==> src/rtl/raster_pkg.sv <==
// raster_pkg: shared widths, timing constants, setup FSM states and edge saturation
package raster_pkg;
    localparam int CW = 10;
    localparam int EW = 20;
    localparam int IW = 24;
    localparam int H_TRIG = 640;
    localparam int H_LAST = 799;
    localparam int V_ACTIVE = 480;
    localparam int V_LAST = 524;
    localparam logic signed [IW-1:0] SAT_HI = 24'sd524287;
    localparam logic signed [IW-1:0] SAT_LO = -24'sd524288;
    // Encoding order matters: FRAME..COMMIT advance by +1.
    typedef enum logic [3:0] {
        S_IDLE, S_FRAME, S_MUL0, S_ACC0, S_MUL1, S_ACC1, S_MUL2, S_ACC2, S_COMMIT
    } state_t;
    function automatic logic signed [EW-1:0] sat_edge(input logic signed [IW-1:0] v);
        return (v > SAT_HI) ? 20'h7FFFF : (v < SAT_LO) ? 20'h80000 : v[EW-1:0];
    endfunction
endpackage

==> src/rtl/edge_mac.sv <==
// edge_mac: registered 11x11 signed multiply pair with combinational difference
//   clk, reset (sync, active-low), mul_en: capture both products
//   a0*b0 -> 22-bit product, a1*b1 -> 24-bit product, diff = p0 - p1 (24-bit)
module edge_mac
    import raster_pkg::*;
(
    input  logic                 clk,
    input  logic                 reset,
    input  logic                 mul_en,
    input  logic signed [10:0]   a0,
    input  logic signed [10:0]   b0,
    input  logic signed [10:0]   a1,
    input  logic signed [10:0]   b1,
    output logic signed [IW-1:0] diff
);
    logic signed [21:0]   p0;
    logic signed [IW-1:0] p1;
    always_ff @(posedge clk) begin
        if (!reset) begin
            p0 <= '0;
            p1 <= '0;
        end else if (mul_en) begin
            p0 <= 22'(a0) * 22'(b0);
            p1 <= IW'(a1) * IW'(b1);
        end
    end
    assign diff = IW'(p0) - p1;
endmodule

==> src/rtl/edge_setup_seq.sv <==
// edge_setup_seq: per-line edge-function setup for the scanline rasterizer
//   clk, reset (sync, active-low); x, y: VGA counters
//   vtx_valid/vtx_ready + x_v*/y_v*: triangle handshake into a one-deep pending slot
//   y_screen_v*, e*_init_t1: committed triangle y values and next-line edge starts
//   tri_swap: pulse when a pending triangle goes active; busy: FSM not idle
//   Define EDGE_SETUP_SAT_EN to saturate edge values instead of wrapping.
module edge_setup_seq
    import raster_pkg::*;
(
    input  logic                 clk,
    input  logic                 reset,
    input  logic [CW-1:0]        x,
    input  logic [CW-1:0]        y,
    input  logic                 vtx_valid,
    output logic                 vtx_ready,
    input  logic signed [CW-1:0] x_v0,
    input  logic signed [CW-1:0] y_v0,
    input  logic signed [CW-1:0] x_v1,
    input  logic signed [CW-1:0] y_v1,
    input  logic signed [CW-1:0] x_v2,
    input  logic signed [CW-1:0] y_v2,
    output logic signed [EW-1:0] y_screen_v0,
    output logic signed [EW-1:0] y_screen_v1,
    output logic signed [EW-1:0] y_screen_v2,
    output logic signed [EW-1:0] e0_init_t1,
    output logic signed [EW-1:0] e1_init_t1,
    output logic signed [EW-1:0] e2_init_t1,
    output logic                 tri_swap,
    output logic                 busy
);
`ifdef EDGE_SETUP_SAT_EN
    localparam bit SAT_EN = 1'b1;
`else
    localparam bit SAT_EN = 1'b0;
`endif
    state_t state, nxt;
    logic signed [CW-1:0] ax[3], ay[3], px[3], py[3];
    logic signed [IW-1:0] res[3];
    logic signed [EW-1:0] red[3];
    logic                 pend_full, swap_flag, trig, mul_en, acc_en;
    logic [CW-1:0]        line, next_line;
    logic [1:0]           sel, sel_b;
    logic signed [10:0]   a0, b0, a1, b1;
    logic signed [IW-1:0] diff;
    assign vtx_ready = !pend_full && reset;
    assign busy = (state != S_IDLE);
    always_comb begin
        next_line = (y == CW'(V_LAST)) ? '0 : y + 10'd1;
        trig = (state == S_IDLE) && (x == CW'(H_TRIG)) && (next_line < CW'(V_ACTIVE));
        nxt = (state == S_IDLE) ? (trig ? ((y == CW'(V_LAST)) ? S_FRAME : S_MUL0) : S_IDLE)
            : (state == S_COMMIT) ? S_IDLE : state_t'(state + 4'd1);
        mul_en = (state == S_MUL0) || (state == S_MUL1) || (state == S_MUL2);
        acc_en = (state == S_ACC0) || (state == S_ACC1) || (state == S_ACC2);
        sel = (state == S_MUL1 || state == S_ACC1) ? 2'd1
            : (state == S_MUL2 || state == S_ACC2) ? 2'd2 : 2'd0;
        // Edge k runs vertex k -> vertex (k+1) mod 3.
        sel_b = (sel == 2'd2) ? 2'd0 : sel + 2'd1;
        a0 = -11'(ax[sel]);
        b0 = 11'(ay[sel_b]) - 11'(ay[sel]);
        a1 = $signed({1'b0, line}) - 11'(ay[sel]);
        b1 = 11'(ax[sel_b]) - 11'(ax[sel]);
        for (int i = 0; i < 3; i++)
            red[i] = SAT_EN ? sat_edge(res[i]) : res[i][EW-1:0];
    end
    edge_mac u_mac (
        .clk    (clk),
        .reset  (reset),
        .mul_en (mul_en),
        .a0     (a0),
        .b0     (b0),
        .a1     (a1),
        .b1     (b1),
        .diff   (diff)
    );
    always_ff @(posedge clk) begin
        if (!reset) begin
            state       <= S_IDLE;
            pend_full   <= 1'b0;
            swap_flag   <= 1'b0;
            line        <= '0;
            ax          <= '{default: '0};
            ay          <= '{default: '0};
            px          <= '{default: '0};
            py          <= '{default: '0};
            res         <= '{default: '0};
            y_screen_v0 <= '0;
            y_screen_v1 <= '0;
            y_screen_v2 <= '0;
            e0_init_t1  <= '0;
            e1_init_t1  <= '0;
            e2_init_t1  <= '0;
            tri_swap    <= 1'b0;
        end else begin
            state    <= nxt;
            tri_swap <= 1'b0;
            if (trig)
                line <= next_line;
            // The slot is full during a swap, so no transfer can collide with it.
            if (state == S_FRAME && pend_full) begin
                ax        <= px;
                ay        <= py;
                pend_full <= 1'b0;
                swap_flag <= 1'b1;
            end else if (vtx_valid && vtx_ready) begin
                px        <= '{x_v0, x_v1, x_v2};
                py        <= '{y_v0, y_v1, y_v2};
                pend_full <= 1'b1;
            end
            if (acc_en)
                res[sel] <= diff;
            if (state == S_COMMIT) begin
                e0_init_t1  <= red[0];
                e1_init_t1  <= red[1];
                e2_init_t1  <= red[2];
                y_screen_v0 <= EW'(ay[0]);
                y_screen_v1 <= EW'(ay[1]);
                y_screen_v2 <= EW'(ay[2]);
                tri_swap    <= swap_flag;
                swap_flag   <= 1'b0;
            end
        end
    end
endmodule

==> config.mk <==
export PLATFORM = sky130hd
export DESIGN_NAME = edge_setup_seq
export DESIGN_NICKNAME = d
export VERILOG_FILES = /design/src/rtl/raster_pkg.sv /design/src/rtl/edge_mac.sv /design/src/rtl/edge_setup_seq.sv
export SDC_FILE = /design/constraint.sdc
export NUM_CORES = 1
export LEC_CHECK = 0
export BUFFER_PORTS_ARGS = -buffer_cell sky130_fd_sc_hd__clkbuf_2
export CORE_ASPECT_RATIO = 0.9
export CORE_MARGIN = 4
export CORE_UTILIZATION = 60
export DETAILED_ROUTE_END_ITERATION = 10
export PLACE_DENSITY = 0.85
export SLEW_MARGIN = 0
export SYNTH_ARGS = -nofsm -noshare
export SYNTH_HDL_FRONTEND = slang
export SYNTH_SLANG_ARGS = --single-unit
export TNS_END_PERCENT = 50
==> constraint.sdc <==
create_clock -name clk -period 11.01 [get_ports clk]
set_input_delay 0.5505 -clock clk [delete_from_list [all_inputs] [get_ports clk]]
set_output_delay 0.5505 -clock clk [all_outputs]
set_load 0.01 [all_outputs]
# Word level (Yosys, flattened, before mapping)
# Cells that the tools add are included.
[totals]
ff_bits = 345
input_bits = 83
out_inout_bits = 123
wordCells = 99
[op_classes]
add_sub_neg = 8
mul = 2
n_lt_le_gt_ge = 4
n_eq_ne = 11
mux = 23
n_bitwise = 4
reduce_logical = 19
[ops]
columns = ["op", "n"]
rows = [
  ["$mux W10", 9],
  ["$bmux W10 S2", 4],
  ["$bwmux W72", 1],
  ["$demux W24 S2", 1],
  ["$mul A11 B11 Y22", 2],
  ["$mux W24", 1],
  ["$sub A22 B24 Y24", 1],
  ["$sub A10 B10 Y11", 2],
  ["$eq A10 B10 Y1 const B", 2],
  ["$eq A4 B3 Y1 const B", 4],
  ["$neg A10 Y11", 1],
  ["$sub A11 B10 Y11", 1],
  ["$add A10 B1 Y10 const B", 1],
  ["$lt A10 B9 Y1 const B", 1],
  ["$mux W2", 5],
  ["$eq A4 B2 Y1 const B", 2],
  ["$mux W4", 2],
  ["$ge A3 B3 Y1 const B", 2],
  ["$logic_and A1 B1 Y1", 6],
  ["$logic_or A1 B1 Y1", 6],
  ["$not A2 Y3", 2],
  ["$add A4 B1 Y4 const B", 1],
  ["$eq A4 B1 Y1 const B", 1],
  ["$eq A4 B4 Y1 const B", 1],
  ["9 further kinds", 12],
]

# Depth between registers and ports, before layout
# Gate-level depths: netlist (run 1).
[logic_depth]
ltp_word = 12
ltp_mapped = 41

# By module
# Synthesis (run 1) repeated with hierarchy kept, for this count alone.
[hier_totals]
cells_unflattened = 3111
hier_area_um2 = 25400.6
[by_module_without_submodules]
columns = ["module", "n_inst", "cells_each", "area_per_inst_um2", "seq_area_each_um2"]
rows = [
  ["edge_setup_seq", 1, 1649, 13032.5, 5745.5],
  ["edge_mac", 1, 1462, 12368.1, 880.8],
]

# Worst setup path before layout (run 1)
# Ideal clock, no wire load.
[synth_path]
kind = "register to register"
startpoint = "reg state[0]"
endpoint = "reg u_mac.p1[19]"
setup_time_ns = 0.070
arrival_ns = 8.725
setup_slack_ns = 2.215
path_stages_with_launch = 40
path_buffers = 2
period_less_slack_ns = 8.795
cell_sequence = "dfxtp_1 inv_1 ha_1 or2_1 clkbuf_1 nor3_1 buf_2 a222oi_1 inv_1 ha_1 inv_1 fa_1 a21o_1 a21o_1 o2111ai_1 o211ai_1 a221oi_1 mux2i_1 (+4 left out) fa_1 fa_1 fa_1 inv_1 fa_1 inv_1 ha_1 and2_1 a31oi_1 o21ai_0 o21a_1 o21ai_0 nand2b_1 a31oi_1 o21ai_0 xnor2_1 nand2_1 a21oi_1"
[synth_between]
elab_chain_cells = 12
elab_cells_between_ends = 28
[synth_lines]
columns = ["element", "line", "rtl"]
rows = [
  ["from (decl)", "edge_setup_seq.sv:36", "state_t state, nxt;"],
  ["from (signal assigned)", "edge_setup_seq.sv:94", "state <= nxt;"],
  ["$eq A4 B3 Y1, on equally long branches", "edge_setup_seq.sv:52, edge_setup_seq.sv:55", ""],
  ["$logic_or A1 B1 Y1", "edge_setup_seq.sv:55", ": (state == S_MUL2 || state == S_ACC2) ? 2'd2 : 2'd0;"],
  ["$mux W2", "edge_setup_seq.sv:55", ""],
  ["$mux W2", "edge_setup_seq.sv:54", "sel = (state == S_MUL1 || state == S_ACC1) ? 2'd1"],
  ["$add A2 B1 Y2 or $eq A2 B2 Y1 (tied branches)", "edge_setup_seq.sv:57", "sel_b = (sel == 2'd2) ? 2'd0 : sel + 2'd1;"],
  ["$mux W2", "edge_setup_seq.sv:57", ""],
  ["$not A2 Y3 (not written as such)", "edge_setup_seq.sv:61", "b1 = 11'(ax[sel_b]) - 11'(ax[sel]);"],
  ["$bmux W10 S2", "edge_setup_seq.sv:61", ""],
  ["$mux W10 (not written as such) (2 in a row)", "edge_setup_seq.sv:61", ""],
  ["$sub A10 B10 Y11", "edge_setup_seq.sv:61", ""],
  ["$mul A11 B11 Y22", "edge_mac.sv:24", "p1 <= IW'(a1) * IW'(b1);"],
  ["to (signal assigned)", "edge_mac.sv:24", ""],
  ["to (decl)", "edge_mac.sv:17", "logic signed [IW-1:0] p1;"],
]
# Several ways; a longest one is shown, not always the timed one. The select of a mux whose other input is x is not followed.
# A chain may end at the register's enable or synchronous reset.

# Worst setup path after layout (run 1)
# Same ends and word-level chain as after synthesis.

==> impl_results.md, run 1 <==
* Post-Synthesis Net Count at 3186
* Vias in the first global route at 19574
* RSZ-0062 raised after global routing: false
* WL/cell at 18.9 um
* Hold WS at 0.210 ns
* DRT Wirelength at between 60000 and 70000 um
* Register Area at 6550 sq um
* CTS Buffer Depth at 3
* # DRC at 0
* Switching power at roughly 550 uW
* Hold_buf cts at 0
* GRT Residual Overflow at 0
* Prevailing post-synth register cell: dfxtp_1
* First-pass GRT wire length at 102000 um
* GP Congestion at 0.979
* Area of the multi-input gates at roughly 15000 sq um
* Top cell type by total area after synthesis: dfxtp_1
* Lkg Pwr at 10.9 nW
* Antenna violations before repair at 1
* CP max-delay cell: o221ai_1
* Crit Path Max Fanout at 28
* Cts repair resizes at 0
* Post-synth EDFFs at 0
* Internal at approximately 1.9 mW
* CTS root buf: clkbuf_16
* Largest net degree at the start of global routing at between 100 and 150
* Crit path top cell by count: fa_1
* Worst Skew at 0.0128 ns
* Initial Util at 61.4%
* Post-DR vias/cell at 5.82
* Postcts setup bufs at 0
* Max-slew violations at 0
* Startpoint Class: register
* Netlist cell types at 82
* Max_cap viols at 0
* Crit Path Class: reg -> reg
* Clock Latency Late Sink at 0.54 ns
* Seq/Total Area, Yosys at 28.3%
* Worst Path Required at ~11 ns
* Fin nets at roughly 3300
* Synth async-reset ratio at 0%
* DRT Pass-1 Iters at 6
* Gr usage total at 29.8%
* Synth top area share at 28.3%
* Flop pwr share at 48.5%
* Max Clock Freq at 98.4 MHz
* Share of post-route cells with drive strength above 1 at between 10% and 20%
* Outcome: finished, final reports clean
* Power Density at around 98 nW/um^2
* Dpl cells at 3288
* Critical Path AT at around 11 ns
* Core area at 37600 sq um
* Yosys warning total at 0
* Die X at 215 um
* Post-layout min period at 10.16 ns
* Initial DRC count at 1786
* Peak supply drop at 0.145 mV
* Final setup violation count at 0
* Cells after Synth at 2745
* Filler Cells Inserted at roughly 3000
* Layout area overhead at 9.57%
* Total CTS buffers at 34
* Clk network pwr share at 48.9%
* Antenna Nets Post-Route at 0
* Total Die Area at 41700 sq um
* Crit path largest cell delay at 0.93 ns
* Largest cells by area after synthesis: dfxtp_1 (28%), fa_1 (19%), nand2_1 (8.3%), ha_1 (7.6%), inv_1 (5.5%)
* # rows at 67
* Switching Share at ~22%
* I/O pin cnt at 206
* Vias at 19477
* Logic pwr share at between 2 and 3%
* # clock sinks at 327
* Worst Tran Pin Value at 1.22 ns
* Final std cells w/o fill at 3347
* Endpoints failing hold at 0
* Die outline height at around 190 um
* Clock transition at path regs at ~0.060 ns
* Cell Area, Synth at 23100 sq um
* Dpl hpwl at 49000 um
* Critical Path End Type: register
* Register bit total from synthesis at 327
* Final Cycle Share at about 90%
* Max-slew headroom at 18.2%
* Port bufs at a little over 200
* Min-delay worst type: in -> reg
* Fin Setup TNS at 0 ns
* CTS tree: yes
* Syn Area/Cell at 8.41 sq um
* H-tree levels at 2
==> path summary, 6_finish.rpt <==
path	startpoint	end	slack, ns	cells after the start
max	state[0]$_SDFF_PN0_	u_mac.p1[19]$_SDFFE_PN0P_	0.85	35
min	x_v1[2]	px[12]$_SDFFE_PN0P_	0.21	3
max reg2reg	state[0]$_SDFF_PN0_	u_mac.p1[19]$_SDFFE_PN0P_	0.85	35
min reg2reg	u_mac.p1[11]$_SDFFE_PN0P_	u_mac.p1[11]$_SDFFE_PN0P_	0.45	2
==> power by group through the flow <==
stage               registers [mW]  logic, mW  clock network (mW)
finish                        1.21     0.0634                1.22
global route                  1.21     0.0709                1.27
CTS                           1.21     0.0627                1.22
detailed placement            1.23     0.0623                   0
floorplan                     1.23     0.0373                   0
global placement              1.23     0.0606                   0
==> through the flow <==
step	area (sq um)	util (%)	power [mW]	worst slack, ns
final	25300	67.2	2.49	0.848
after CTS	25300	67.2	2.49	1.01
after floorplan	23100	-	1.27	2.21
after detailed placement	24100	64.1	1.30	1.06
after global placement	24100	64.1	1.29	1.61
after global routing	25300	67.2	2.55	0.261
==> logic make-up (layout without fill, tap and decap cells) <==
logic type	after synthesis	count (layout)	share of synthesized area, %
fa+ha+maj	361	361	26.6
simple gates	902	902	16.7
compound gates	537	537	15.0
other cells	0	1	0
buf+inv	499	617	8.72
xor+xnor	117	117	4.53
mux	2	2	0.0867
flops	327	327	28.3
==> cell usage in the layout (no fill, tap or decap), types with 16 or more instances in the layout <==
cell	n
nand2b_1	28
clkbuf_16	34
xnor2_1	81
a22o_1	90
and2_1	28
nand3_1	20
nor3_1	27
clkbuf_2	205
nand2_1	508
nor2_1	205
dfxtp_1	327
a211oi_1	16
a21oi_1	202
nor2b_1	23
xor2_1	34
or3_1	19
ha_1	140
fa_1	218
o21ai_0	112
inv_1	340
==> metal layers <==
metal | vias to the layer above | global-route usage [%] | part of all wire [%]
li1 | 9053 | - | -
met1 | 9502 | 38.4 | 41
met2 | 753 | 51.5 | 49
met3 | 167 | 4.07 | 6.2
met4 | 2 | 10.6 | 4.0
met5 | - | 0 | 0.021
==> critical path: cells and delay by family (launching register included) <==
family                     cells  cell delay (ns)
xor gates and xnor gates       2             0.69
DFF                            1             0.44
AOI/OAI and AO/OA             12             2.83
and+or+nand+nor                6             1.07
buffers and inverters          5             0.80
adders and majority gates     10             4.25
==> final cells by class <==
class / count / share of cell area, %
diodes: 1 / 0.00989
clock inverters: 13 / 0.865
multi-input cells: 1919 / 57.6
flip-flops and latches: 327 / 25.9
well taps: 483 / 2.39
inverters: 343 / 5.10
clock buffers: 45 / 3.84
repair buffers: 216 / 4.38
==> synthesized netlist by cell type, drive strengths merged, types with 6 or more instances <==
cell,number
inv,343
xor2,35
a21oi,203
o21a,11
ha,140
buf,41
dfxtp,327
nand2,508
nand3,21
nor3,27
clkbuf,115
a21o,14
nand2b,29
a211oi,16
or3,19
and2,29
xnor2,81
and3,14
o22ai,15
nor2b,23
o22a,6
fa,218
a222oi,7
a22o,90
nor2,208
o21ai,117
a31oi,8
==> sequential cells by signal, indices dropped and copies added, names as in the netlist, 20 cells and up <==
signal and flops:
red 60, ay 30, u_mac.p0 20, ax 30, u_mac.p1 20, py 30, e1_init_t1 20, e2_init_t1 20
e0_init_t1 20, px 30
Power figures use the tool's default switching activity.
==> run 2, diff against run 1 <==
CELL_PAD_IN_SITES_DETAIL_PLACEMENT = 1   (was default)
CELL_PAD_IN_SITES_GLOBAL_PLACEMENT = 2   (was default)
CORE_UTILIZATION = 30   (was 60)
PLACE_DENSITY = 0.73   (was 0.85)
==> run 2 against run 1 <==
Register-to-register slack better by 0.21 ns. Non-clock buffer count is 11 higher. Flip-flop and latch count stayed put. Clock-buffer cell count is 4 higher. Critical endpoint unchanged. Largest power group unchanged. Highest routed layer unchanged.
==> impl_results.md, run 2 (synthesis results as in run 1) <==
* Max-slew violations at 0 (unchanged)
* Antenna violations before repair at 2 (+1)
* # rows at 96 (+43%)
* Final setup violation count at 0 (unchanged)
* Final Core Density at 34.2% (-33 points)
* Max_cap viols at 0 (unchanged)
* Lkg Pwr at 11.0 nW (+0.64%)
* WL/cell at 18.7 um (-0.76%)
* Power Density at 97.1 nW/um^2 (-1.3%)
* Crit Path Class: reg -> reg
* Die X at 300 um (+40%)
* Crit path top cell by count: fa_1
* Largest net degree at the start of global routing at 103 (-15%)
* Register Area at 6550 sq um (unchanged)
* GRT Residual Overflow at 0 (unchanged)
* # clock sinks at 327 (unchanged)
* DRT Pass-1 Iters at 6 (unchanged)
* Initial DRC count at 970 (-46%)
* Vias at 18894 (-3.0%)
* Hold WS at 0.195 ns (-0.0149 ns)
* Die outline height at 271 um (+40%)
* Max Clock Freq at 101 MHz (+2.2%)
* Total CTS buffers at 36 (+5.9%)
* Worst Setup Slack, final at 1.06 ns (+0.215 ns)
* Worst Skew at 0.0272 ns (+0.0144 ns)
* Busiest grt layer: met2
* Place WS at 1.17 ns (+0.106 ns)
* CP max-delay cell: a222oi_1
* GP Congestion at 0.846 (-14%)
* Filler Cells Inserted at 9117 (+210%)
* DRT Wirelength at 73100 um (+16%)
* Critical Path AT at 10.43 ns (-0.19 ns)
* Post-layout min period at 9.95 ns (-0.215 ns)
* Area of the multi-input gates at 14600 sq um (about the same)
* Crit Path Max Fanout at 12 (-57%)
* Most frequent cells in the layout: nand2_1 (508), inv_1 (340), dfxtp_1 (327)
* Total Die Area at 81500 sq um (+95%)
* First-pass GRT wire length at 117000 um (+15%)
* Dpl hpwl at 58600 um (+19%)
* RSZ-0062 raised after global routing: false
* Layout area overhead at 13.1%
* Antenna Nets Post-Route at 0 (unchanged)
* Clock transition at path regs at 0.07 ns (about the same)
* Max-slew headroom at 9.54% (-8.7 points)
* Port bufs at 205 (unchanged)
* Met2 Use GR at 31.4% (-20 points)
* Hold_buf cts at 0 (unchanged)
* Endpoints failing hold at 0 (unchanged)
* CTS Buffer Depth at 3 (unchanged)
* CTS tree: yes
* GR met1 Demand/Resource at 24.0% (-14 points)
* CTS root buf: clkbuf_16
* Gr usage total at 18.0% (-12 points)
* # DRC at 0 (unchanged)
* Outcome: finished, final reports clean
* Largest register FFs at 60 (unchanged)
* Final Cycle Share at 90.4% (-1.9 points)
* Share of post-route cells with drive strength above 1 at 11.1% (+0.43 points)
* H-tree levels at 2 (unchanged)
* Postcts setup bufs at 0 (unchanged)
* Core area at 76300 sq um (+100%)
* Leading cell type in the layout, fill and taps excluded: nand2_1
* Post-DR vias/cell at 4.83 (-17%)
* Startpoint Class: register
* I/O pin cnt at 206 (unchanged)
* Peak supply drop at 0.0833 mV (-43%)
* Met3 global-route usage at 2.14% (-1.9 points)
* Cts repair resizes at 0 (unchanged)
* Fin nets at 3295 (+0.40%)
* Initial Util at 30.3% (-31 points)
* Fin Setup TNS at 0 ns (unchanged)
* Min-delay worst type: in -> reg
* Crit path largest cell delay at 0.97 ns (+0.04 ns)
* Critical Path End Type: register
* Vias in the first global route at 20581 (+5.1%)
* Worst Path Required at 11.49 ns (+0.03 ns)
* Clock Latency Late Sink at 0.56 ns (+0.02 ns)
* Worst Tran Pin Value at 1.36 ns (+0.134 ns)
-- run 2: area by class of cell --
class	count	area share, %
inverters	343	4.94
well taps	1029	4.93
clock inverters	13	0.733
multi-input cells	1919	55.8
repair buffers	227	4.56
flip-flops and latches	327	25.1
diodes	1	0.00958
clock buffers	49	3.99
-- run 2: metal layers --
layer,routed length (um),up-vias,share of wire (%)
met5,13,-,0.018
met2,35400,300,48
met1,33900,9444,46
met3,2290,86,3.1
li1,-,9062,-
met4,1510,2,2.1
-- run 2: worst paths after layout --
check        cells past startpoint                      start  slack, ns                   endpoint
min                              3                    y_v2[8]       0.20         py[8]$_SDFFE_PN0P_
max reg2reg                     31        state[2]$_SDFF_PP0_       1.06  u_mac.p1[19]$_SDFFE_PN0P_
max                             31        state[2]$_SDFF_PP0_       1.06  u_mac.p1[19]$_SDFFE_PN0P_
min reg2reg                      2  u_mac.p1[11]$_SDFFE_PN0P_       0.45  u_mac.p1[11]$_SDFFE_PN0P_
-- run 2: worst max-delay path, delay by kind of cell (launching register included) --
kind / cells / cell delay (ns)
simple gates: 6 / 1.65
xor+xnor: 1 / 0.17
fa+ha+maj: 9 / 3.99
flops: 1 / 0.52
compound gates: 12 / 3.38
buf+inv: 3 / 0.16
-- run 2: through the flow --
stage          total power [mW]  std cells  area [sq um]
2_1_floorplan              1.27       2745         23100
3_3_place_gp               1.30       3845         24900
4_1_cts                    2.58       3907         26100
5_1_grt                    2.63       3908         26100
6_report                   2.54       3908         26100
3_5_place_dp               1.30       3845         24900
-- run 2: power breakdown --
| group | total (mW) | internal (mW) | switching [mW] |
|---|---|---|---|
| sequential | 1.21 | 1.20 | 0.00890 |
| combinational | 0.0673 | 0.0219 | 0.0455 |
| clock | 1.26 | 0.740 | 0.519 |
| total | 2.54 | 1.96 | 0.574 |
